===== config.mk =====
export PLATFORM = sky130hd
export DESIGN_NAME = gsim_job_sched
export DESIGN_NICKNAME = d
export VERILOG_FILES = /design/src/rtl/gsim_job_sched.sv
export SDC_FILE = /design/constraint.sdc
export NUM_CORES = 1
export LEC_CHECK = 0
export CAP_MARGIN = 20
export CORE_ASPECT_RATIO = 0.9
export CORE_UTILIZATION = 44
export CTS_BUF_LIST = sky130_fd_sc_hd__clkbuf_4 sky130_fd_sc_hd__clkbuf_8
export DETAILED_ROUTE_END_ITERATION = 12
export PLACE_DENSITY = 0.62
export SKIP_CTS_REPAIR_TIMING = 1
export SYNTH_ARGS = -nofsm -noshare
export SYNTH_HDL_FRONTEND = slang
export SYNTH_SLANG_ARGS = --single-unit

===== constraint.sdc =====
create_clock -name clk -period 3.9 [get_ports clk]
set_input_delay 0.39 -clock clk [delete_from_list [all_inputs] [get_ports clk]]
set_output_delay 0.39 -clock clk [all_outputs]
set_load 0.03 [all_outputs]

===== src/rtl/gsim_job_sched.sv =====
// Job scheduler between two b-vector clients and a solver core: arbitrates a client, streams its
// 16 b words into the core, buffers the 16 result words and hands them back to that client.
module gsim_job_sched #(
  parameter int TIMEOUT = 2047
) (
  input  logic        clk,
  input  logic        reset,
  input  logic        req0_valid,
  input  logic [15:0] req0_data,
  output logic        req0_ready,
  input  logic        req1_valid,
  input  logic [15:0] req1_data,
  output logic        req1_ready,
  output logic        core_in_en,
  output logic [15:0] core_b_in,
  input  logic        core_out_valid,
  input  logic [31:0] core_x_out,
  output logic        resp_valid,
  input  logic        resp_ready,
  output logic [31:0] resp_data,
  output logic        resp_id,
  output logic        resp_last,
  output logic        busy,
  output logic        timeout_err
);

  localparam int TW = (TIMEOUT < 2) ? 1 : $clog2(TIMEOUT);
  localparam logic [TW-1:0] TMO_LAST = TW'(TIMEOUT - 1);

  typedef enum logic [1:0] {S_IDLE, S_LOAD, S_WAIT, S_RETURN} state_t;

  state_t        r_state;
  state_t        w_next;
  logic          r_grant;
  logic          r_last_grant;
  logic [3:0]    r_cnt;
  logic [TW-1:0] r_timer;
  logic          r_seen;
  logic          r_timeout_err;
  logic [31:0]   r_buf [16];

  logic          w_any_req;
  logic          w_pick;
  logic          w_gnt_valid;
  logic [15:0]   w_gnt_data;
  logic          w_load_hs;
  logic          w_core_wr;
  logic          w_resp_hs;
  logic          w_timeout;

  // On a tie the client that was not granted last time wins.
  assign w_any_req   = req0_valid | req1_valid;
  assign w_pick      = (req0_valid & req1_valid) ? ~r_last_grant : req1_valid;
  assign w_gnt_valid = r_grant ? req1_valid : req0_valid;
  assign w_gnt_data  = r_grant ? req1_data : req0_data;
  assign busy        = (r_state != S_IDLE);
  assign timeout_err = r_timeout_err;

  always_ff @(posedge clk or posedge reset) begin
    if (reset) r_state <= S_IDLE;
    else       r_state <= w_next;
  end

  always_comb begin
    w_next     = r_state;
    req0_ready = 1'b0;
    req1_ready = 1'b0;
    core_in_en = 1'b0;
    core_b_in  = '0;
    resp_valid = 1'b0;
    resp_data  = '0;
    resp_id    = 1'b0;
    resp_last  = 1'b0;
    w_load_hs  = 1'b0;
    w_core_wr  = 1'b0;
    w_resp_hs  = 1'b0;
    w_timeout  = 1'b0;
    case (r_state)
      S_IDLE: begin
        if (w_any_req) w_next = S_LOAD;
      end
      S_LOAD: begin
        req0_ready = ~r_grant;
        req1_ready = r_grant;
        core_in_en = w_gnt_valid;
        core_b_in  = w_gnt_data;
        w_load_hs  = w_gnt_valid;
        if (w_load_hs && r_cnt == 4'd15) w_next = S_WAIT;
      end
      S_WAIT: begin
        w_core_wr = core_out_valid;
        // The watchdog only guards the silence before the first result word.
        if (w_core_wr && r_cnt == 4'd15) begin
          w_next = S_RETURN;
        end else if (!core_out_valid && !r_seen && r_timer == TMO_LAST) begin
          w_timeout = 1'b1;
          w_next    = S_IDLE;
        end
      end
      S_RETURN: begin
        resp_valid = 1'b1;
        resp_data  = r_buf[r_cnt];
        resp_id    = r_grant;
        resp_last  = (r_cnt == 4'd15);
        w_resp_hs  = resp_ready;
        if (w_resp_hs && r_cnt == 4'd15) w_next = S_IDLE;
      end
      default: w_next = S_IDLE;
    endcase
  end

  // One shared word counter: LOAD word index, WAIT write index, RETURN read pointer.
  always_ff @(posedge clk or posedge reset) begin
    if (reset) begin
      r_grant       <= 1'b0;
      r_last_grant  <= 1'b1;
      r_cnt         <= '0;
      r_timer       <= '0;
      r_seen        <= 1'b0;
      r_timeout_err <= 1'b0;
    end else begin
      r_timeout_err <= w_timeout;
      if (r_state == S_IDLE && w_any_req) begin
        r_grant      <= w_pick;
        r_last_grant <= w_pick;
      end
      if (w_next != r_state)                     r_cnt <= '0;
      else if (w_load_hs || w_core_wr || w_resp_hs) r_cnt <= r_cnt + 4'd1;
      if (r_state != S_WAIT) begin
        r_timer <= '0;
        r_seen  <= 1'b0;
      end else if (w_core_wr) begin
        r_seen <= 1'b1;
      end else if (!r_seen) begin
        r_timer <= r_timer + TW'(1);
      end
    end
  end

  always_ff @(posedge clk) begin
    if (w_core_wr) r_buf[r_cnt] <= core_x_out;
  end

endmodule

; ---- Word level (Yosys, flattened, before mapping)
; Memories as Yosys holds them, arrays and structs flattened.
; Index checks and enable logic that the tools add are counted.
[word_totals]
ramBits = 512
n_memories = 1
rom_bits = 0
latchBits = 0
out_inout_bits = 56
input_bits = 70
register_bits = 21
[memory_table]
columns = memory, words, word_bits, rd, rd_clocked_by_memory_dff, wr, line
row1 = r_buf, 16, 32, 1, 0, 1, 40  ; logic [31:0] r_buf [16];
[op_classes]
div = 0
n_eq_ne = 9
n_mux = 31
shifts = 0
bitwise_logic = 4
addsub = 2
n_mul = 0
n_reduce_logical = 15
magnitude_cmp = 0
[op_table]
columns = op, count
row1 = two-way mux 11 bit, 3
row2 = two-way mux 16 bit, 2
row3 = two-way mux 32 bit, 1
row4 = two-way mux 1 bit, 17
row5 = "adder 11 x 1 -> 11 bit, second input constant", 1
row6 = "== test 11 bit, second input constant", 1
row7 = two-way mux 2 bit, 5
row8 = two-way mux 4 bit, 2
row9 = case mux 2 bit (4 select lines), 1
row10 = logical AND 1 bit, 6
row11 = nonzero test 2 bit, 3
row12 = "adder 4 x 1 -> 4 bit, second input constant", 1
row13 = "== test 2 bit, second input constant", 2
row14 = "== test 4 bit, second input constant", 1
row15 = "inequality test 2 x 1 -> 1 bit, second input constant", 2
row16 = "== test 2 x 1 -> 1 bit, second input constant", 1
row17 = zero test 1 bit, 2
row18 = zero test 2 bit, 1
row19 = logical OR 1 bit, 2
row20 = inequality test 2 bit, 1
row21 = "inequality test 2 bit, second input constant", 1
row22 = inverter 1 bit, 2
row23 = AND reduction 2 bit, 1
row24 = bitwise AND 1 bit, 1
row25 = OR 1 bit, 1

; ---- Depth between registers and ports, before layout
; Gate-level depths: netlist of run 1.
[depth]
ltp_word = 8
mapped_depth = 7

; ---- Least setup slack after synthesis of run 1
; OpenSTA, ideal clock, no wires.
[synth_path]
kind = register to register
from = reg r_cnt[1]
to = mem r_buf[0][0] (enable)
path_slack_ns = 0.073
arrival_time_ns = 3.366
required_ns = 3.439
n_path_buf = 3
path_stages_with_launch = 8
cell_sequence = dfrtp_1 buf_4 buf_6 buf_4 inv_1 ha_1 nand2_1 nor3_1
[synth_rtl]
columns = element, line
row1 = "start, declared", 36  ; logic [3:0] r_cnt;
row2 = "start signal, assigned", 128  ; else if (w_load_hs || w_core_wr || w_resp_hs) r_cnt <= r_cnt + 4'd1;
row3 = "end, declared", 40
; Straight into the memory's write port.

; ---- Worst setup path after layout of run 1
[layout_path]
from = reg r_cnt[2]
to = out resp_data[0]
[layout_between]
elab_chain_cells = 2
[layout_rtl]
columns = element, line
row1 = memory (16 x 32 bit), -
row2 = two-way mux 32 bit, 78  ; case (r_state)
row3 = "end, declared", 20  ; output logic [31:0] resp_data,
; No other way between the ends.

==> run metrics, run 1 <==
status complete, no violations; Post-Syn Nets 1227; Syn Inst Count 1151; slew margin rel. 0.4014; sum of buffers and inverters on the critical path 2; Max Slew Vio Count 0; gpl congestion 0.7314; synth warn 0; total power 0.01574 W; IO Count 126; Port Buffers 125; Core Box Area 0.04701 mm2; post-route minimum period 3.795 ns; MaxCap Viol Count 0; critical-path cell list buf_4 -> nand2_2 -> o221ai_1 -> o21ai_0 -> clkdlybuf4s50_1; Area Overhead vs Synth 18.23%; Synth cell types 43; final wirelength 48370 um; layout cells sized above 1 0.2143; Clock Path Buffers 3; crit-path max FO 20; number of enable flip-flop cells after synthesis 512; r2r startpoint r_cnt[0]$_DFFE_PP0P_; post-synthesis register bit count 533; commonest non-fill, non-tap cell in the layout edfxtp_1; critical path endpoint category output port; CTS tree done; Clk Latency, worst-skew pair 0.65 ns; Tightest Pin Transition 0.8970 ns; pwr dens 629.2 mW/mm2; beginning of the critical path r_cnt[2]$_DFFE_PP0P_; first-pass GRT wire length 71610 um; Initial Util 0.4502; met3 WL post-DR 2456 um; Setup violations, final 0; Num CTS Buffers 85; Synth Flop Type edfxtp_1; DR pass1 iterations 5; DRC violations left 0; Vias 11180; commonest non-fill, non-tap cells in the layout 512 x edfxtp_1, 144 x mux2i_1, 125 x clkdlybuf4s50_1; period utilization 0.9730; final hold vios 0; remaining antenna violation count after routing 0; Max Freq 0.2635 GHz; Worst Path Required 3.51 ns; Worst Hold Class in -> async; M1 WL 21440 um; clock root buffer clkbuf_8; peak supply drop 0.3077 mV; post-DR wirelength/cell 24.04 um; initial antenna violation count 1; GRT overflow 0; RSZ-0062 raised after global routing true; CP max stage cell clkdlybuf4s50_1; HPWL after DPL 26930 um; clock slew at reported path FFs 0.07 ns; critical path arrival 3.40 ns; CP Launch Type flip-flop; chip height 210.1 um; leak pwr 8.206 nW; clock sink count 533; largest net degree at the start of global routing 55; DR vias/cell 5.556; nets@finish 1414; Post-Syn Area per Cell 18.39 um2; clock skew 0.01572 ns; design area 0.02502 mm2; # rows 75; fraction of registers with async set/reset 0.03940; Crit Path Category reg -> out; CP top delay family buffers and inverters; CTS H-Tree Depth 3; Total Routing Usage GR 0.1998; placed cell areas 0.02346 mm2; highest routed layer met4; initial drt markers 901; DIE AREA 0.04898 mm2; met2 WL 23210 um; Synth Cell Area 0.02116 mm2; DIE WIDTH 233.2 um; vias in the first global route 11540; proportion of synthesized chip area in sequential cells 0.7513; crit-path max cell delay 0.76 ns
## layer usage
layer / vias to the layer above / GRT usage
li1: 5042 / -
met1: 5742 / 0.2788
met2: 299 / 0.3174
met3: 96 / 0.03707
met4: 0 / 0.06446
met5: - / 0
## Yosys cell counts, drive strengths merged, types with 8 or more instances
| cell type | count | share of area |
|---|---|---|
| o221ai | 33 | 0.014 |
| inv | 8 | 0.0014 |
| o21ai | 35 | 0.0083 |
| mux2 | 65 | 0.035 |
| dfrtp | 20 | 0.024 |
| clkbuf | 22 | 0.0039 |
| mux4 | 32 | 0.034 |
| o211ai | 33 | 0.012 |
| xor2 | 9 | 0.0037 |
| edfxtp | 512 | 0.73 |
| buf | 50 | 0.014 |
| nor2 | 46 | 0.0082 |
| mux2i | 144 | 0.068 |
| nand2 | 19 | 0.0034 |
| a22oi | 64 | 0.023 |
## state kept, by name (all words and copies together), names as in the netlist
signal / flops
r_buf: 512
r_timer: 11
r_cnt: 4
r_state: 2
r_grant: 1
r_last_grant: 1
r_seen: 1
timeout_err: 1
## where the power goes
part	internal [W]	switching [W]
logic	0.00209	0.00271
clock network	0.00232	0.00211
registers	0.00632	0.000197
total	0.0107	0.00502
## per-stage QoR
stage                TNS [ns]  hold WS, ns  cells  worst slack [ns]  utilization
floorplan                   0       0.3658   1151           0.07295            -
finish                      0       0.2309   2012            0.1054       0.5322
detailed placement          0       0.5008   1866            0.6780       0.4989
CTS                  -0.05510       0.2125   2010          -0.03170       0.5317
global placement            0       0.4755   1866            0.6833       0.4989
global route        -0.008344       0.2964   2011         -0.008344       0.5322
## cells by family (layout without fill, tap and decap cells)
| family | after synthesis | count (layout) | synth area share |
|---|---|---|---|
| XOR/XNOR | 11 | 11 | 0.004553 |
| flip-flops | 533 | 533 | 0.7513 |
| buffers and inverters | 80 | 324 | 0.01975 |
| AO/OA/AOI/OAI | 175 | 175 | 0.06042 |
| other | 0 | 1 | 0 |
| AND/OR/NAND/NOR | 105 | 105 | 0.02347 |
| adder cells (fa/ha/maj) | 6 | 6 | 0.003547 |
| multiplexers | 241 | 241 | 0.1369 |
## final cells by class
cell class                 instances  area [um2]
antenna                            1       2.502
clock buffer                     115        1401
clock inverter                    29       136.4
fill                            3716       21990
inverter                           8       30.03
multi-input combinational        538        4982
sequential                       533       15910
tap                              616       770.7
timing repair buffer             172        1792
## worst paths after layout
| kind | cells past startpoint | end | slack (ns) |
|---|---|---|---|
| min | 2 | timeout_err$_DFF_PP0_ | 0.23 |
| max in group asynchronous | 2 | r_cnt[1]$_DFFE_PP0P_ | 3.00 |
| min reg2reg | 2 | r_last_grant$_DFFE_PP1P_ | 0.50 |
| min in group clk | 3 | r_last_grant$_DFFE_PP1P_ | 0.39 |
| max | 5 | resp_data[0] | 0.11 |
| max reg2reg | 5 | r_buf[15][13]$_DFFE_PP_ | 1.01 |
Note: power is estimated with default switching activity, not from simulation.
==> run 2: changes to the inputs <==
- PLACE_DENSITY: 0.62 -> 0.6
- clock period: 3.9 -> 4.6 ns (I/O delays scaled with it)
==> run metrics, run 2 (synthesis gave the netlist of run 1 again) <==
status complete, no violations; Core Box Area 0.04701 mm2 (unchanged); Clock Path Buffers 3 (unchanged); HPWL after DPL 27280 um (+1.3%); slew margin rel. 0.2581 (-0.1433); Initial Util 0.4502 (unchanged); Vias 11240 (+0.57%); Reg-to-Reg End r_buf[7][8]$_DFFE_PP_; DIE WIDTH 233.2 um (unchanged); Worst Path Required 4.14 ns (+0.63 ns); DR pass1 iterations 5 (unchanged); DR vias/cell 5.563 (+0.12%); CTS tree done; period utilization 0.9100; critical path endpoint category output port; CP Launch Type flip-flop; M2 GR Usage 0.3152 (-0.002251); max reg flops 512 (unchanged); Reg2Reg Setup Slack 1.48 ns (+0.47 ns); Hold WS 0.2745 ns (+0.04366 ns); CTS H-Tree Depth 3 (unchanged); chip height 210.1 um (unchanged); Total Routing Usage GR 0.2021 (+0.002306); gr busiest metal met2; Setup violations, final 0 (unchanged); MaxCap Viol Count 0 (unchanged); # rows 75 (unchanged); final core occ 0.5324 (about the same); Max Slew Vio Count 0 (unchanged); post-route minimum period 4.186 ns; final hold vios 0 (unchanged); Largest Register r_buf; ANT cells 0 (-1); Fillers 3739 (+0.62%); initial antenna violation count 0 (-1); first-pass GRT wire length 72390 um (+1.1%); met3 usage 0.04072 (+0.003653); clock skew 0.03072 ns (+0.01500 ns); gpl congestion 0.7358 (+0.60%); DRC violations left 0 (unchanged); Port Buffers 125 (unchanged); r2r startpoint r_cnt[1]$_DFFE_PP0P_; largest net degree at the start of global routing 66 (+20%); initial drt markers 879 (-2.4%); remaining antenna violation count after routing 0 (unchanged); vias in the first global route 11490 (-0.40%); clock root buffer clkbuf_8; layout cells sized above 1 0.2185 (+0.004168); Top Registers r_buf: 512 flops, r_timer: 11 flops, r_cnt: 4 flops; commonest non-fill, non-tap cells in the layout 512 x edfxtp_1, 144 x mux2i_1, 125 x clkdlybuf4s50_1; Num CTS Buffers 85 (unchanged); leak pwr 8.213 nW (about the same); crit-path max FO 65 (+230%); GR met1 Demand/Resource 0.2865 (+0.007741); GRT overflow 0 (unchanged); RSZ-0062 raised after global routing false; clock slew at reported path FFs 0.06 ns (about the same); nets@finish 1414 (unchanged); Area Overhead vs Synth 18.27% (about the same); Tightest Pin Transition 1.113 ns (+0.2159 ns); Crit Path Category reg -> out; final wirelength 48630 um (+0.53%); pwr dens 536.3 mW/mm2 (-15%); clock sink count 533 (unchanged); critical path arrival 3.73 ns (+0.33 ns); IO Count 126 (unchanged); peak supply drop 0.3012 mV (-2.1%); Clk Latency, worst-skew pair 0.66 ns (about the same); Fin Setup TNS 0 ns (unchanged); worst r2r path cells 4 (-1); Worst Hold Class in -> async; DIE AREA 0.04898 mm2 (unchanged); commonest non-fill, non-tap cell in the layout edfxtp_1; post-DR wirelength/cell 24.06 um (about the same); Max Freq 0.2389 GHz
-- run 2: cell types whose count changed in the layout (fill, tap and decap cells not counted), moves of 2 or more --
| cell | delta |
|---|---|
| clkinv_1 | +2 |
| buf_12 | -5 |
| clkinvlp_4 | +2 |
| clkinv_2 | +7 |
| buf_4 | +5 |
| clkbuf_4 | -2 |
-- run 2: area by class of cell --
class,count,area (um2),share of cell area
Multi-Input combinational cell,538,4977,0.1988
Sequential cell,533,15910,0.6356
Tap cell,616,770.7,0.03079
Inverter,8,30.03,0.001200
Clock inverter,42,240.2,0.009598
Clock buffer,112,1373,0.05484
Timing Repair Buffer,172,1729,0.06908
-- run 2: how the worst max path moves through the flow --
stage	depth (start not counted)	from	slack [ns]	to
finish	6	r_cnt[1]$_DFFE_PP0P_	0.41	resp_data[10]
global placement	7	r_cnt[1]$_DFFE_PP0P_	1.09	resp_data[6]
detailed placement	7	r_cnt[1]$_DFFE_PP0P_	1.05	resp_data[6]
floorplan	7	r_cnt[1]$_DFFE_PP0P_	0.77	r_buf[0][0]$_DFFE_PP_
global route	7	r_cnt[1]$_DFFE_PP0P_	0.20	resp_data[6]
CTS	7	r_cnt[1]$_DFFE_PP0P_	0.34	resp_data[6]
-- run 2: where the power goes --
group,switching [W],internal [W],leakage (nW),total (W)
combinational,0.00218,0.00174,2.48,0.00392
sequential,0.000295,0.00536,4.87,0.00565
clock,0.00183,0.00201,0.857,0.00385
total,0.00430,0.00912,8.21,0.0134
-- run 2: critical path, cell delays in order (launching register included) --
cell and delay, ns:
dfrtp_4 1.13, buf_4 0.48, mux2i_1 0.13, a22oi_1 0.20, o221ai_1 0.14, o21ai_1 0.18, clkdlybuf4s50_1 0.72
-- run 2: through the flow --
step	cells	total power, W	setup slack [ns]	area (um2)
global route	2021	0.01398	0.2033	25030
detailed placement	1867	0.009712	1.048	23420
finish	2021	0.01342	0.4140	25030
floorplan	1151	0.008342	0.7730	21160
global placement	1867	0.009683	1.088	23420
CTS	2021	0.01356	0.3372	25030
-- run 2: layer usage --
layer / wire (um) / vias up / share of wire
met5: 0 / - / 0
met1: 22360 / 5800 / 0.46
met2: 22810 / 307 / 0.47
met4: 1137 / 0 / 0.023
li1: - / 5050 / -
met3: 2323 / 86 / 0.048
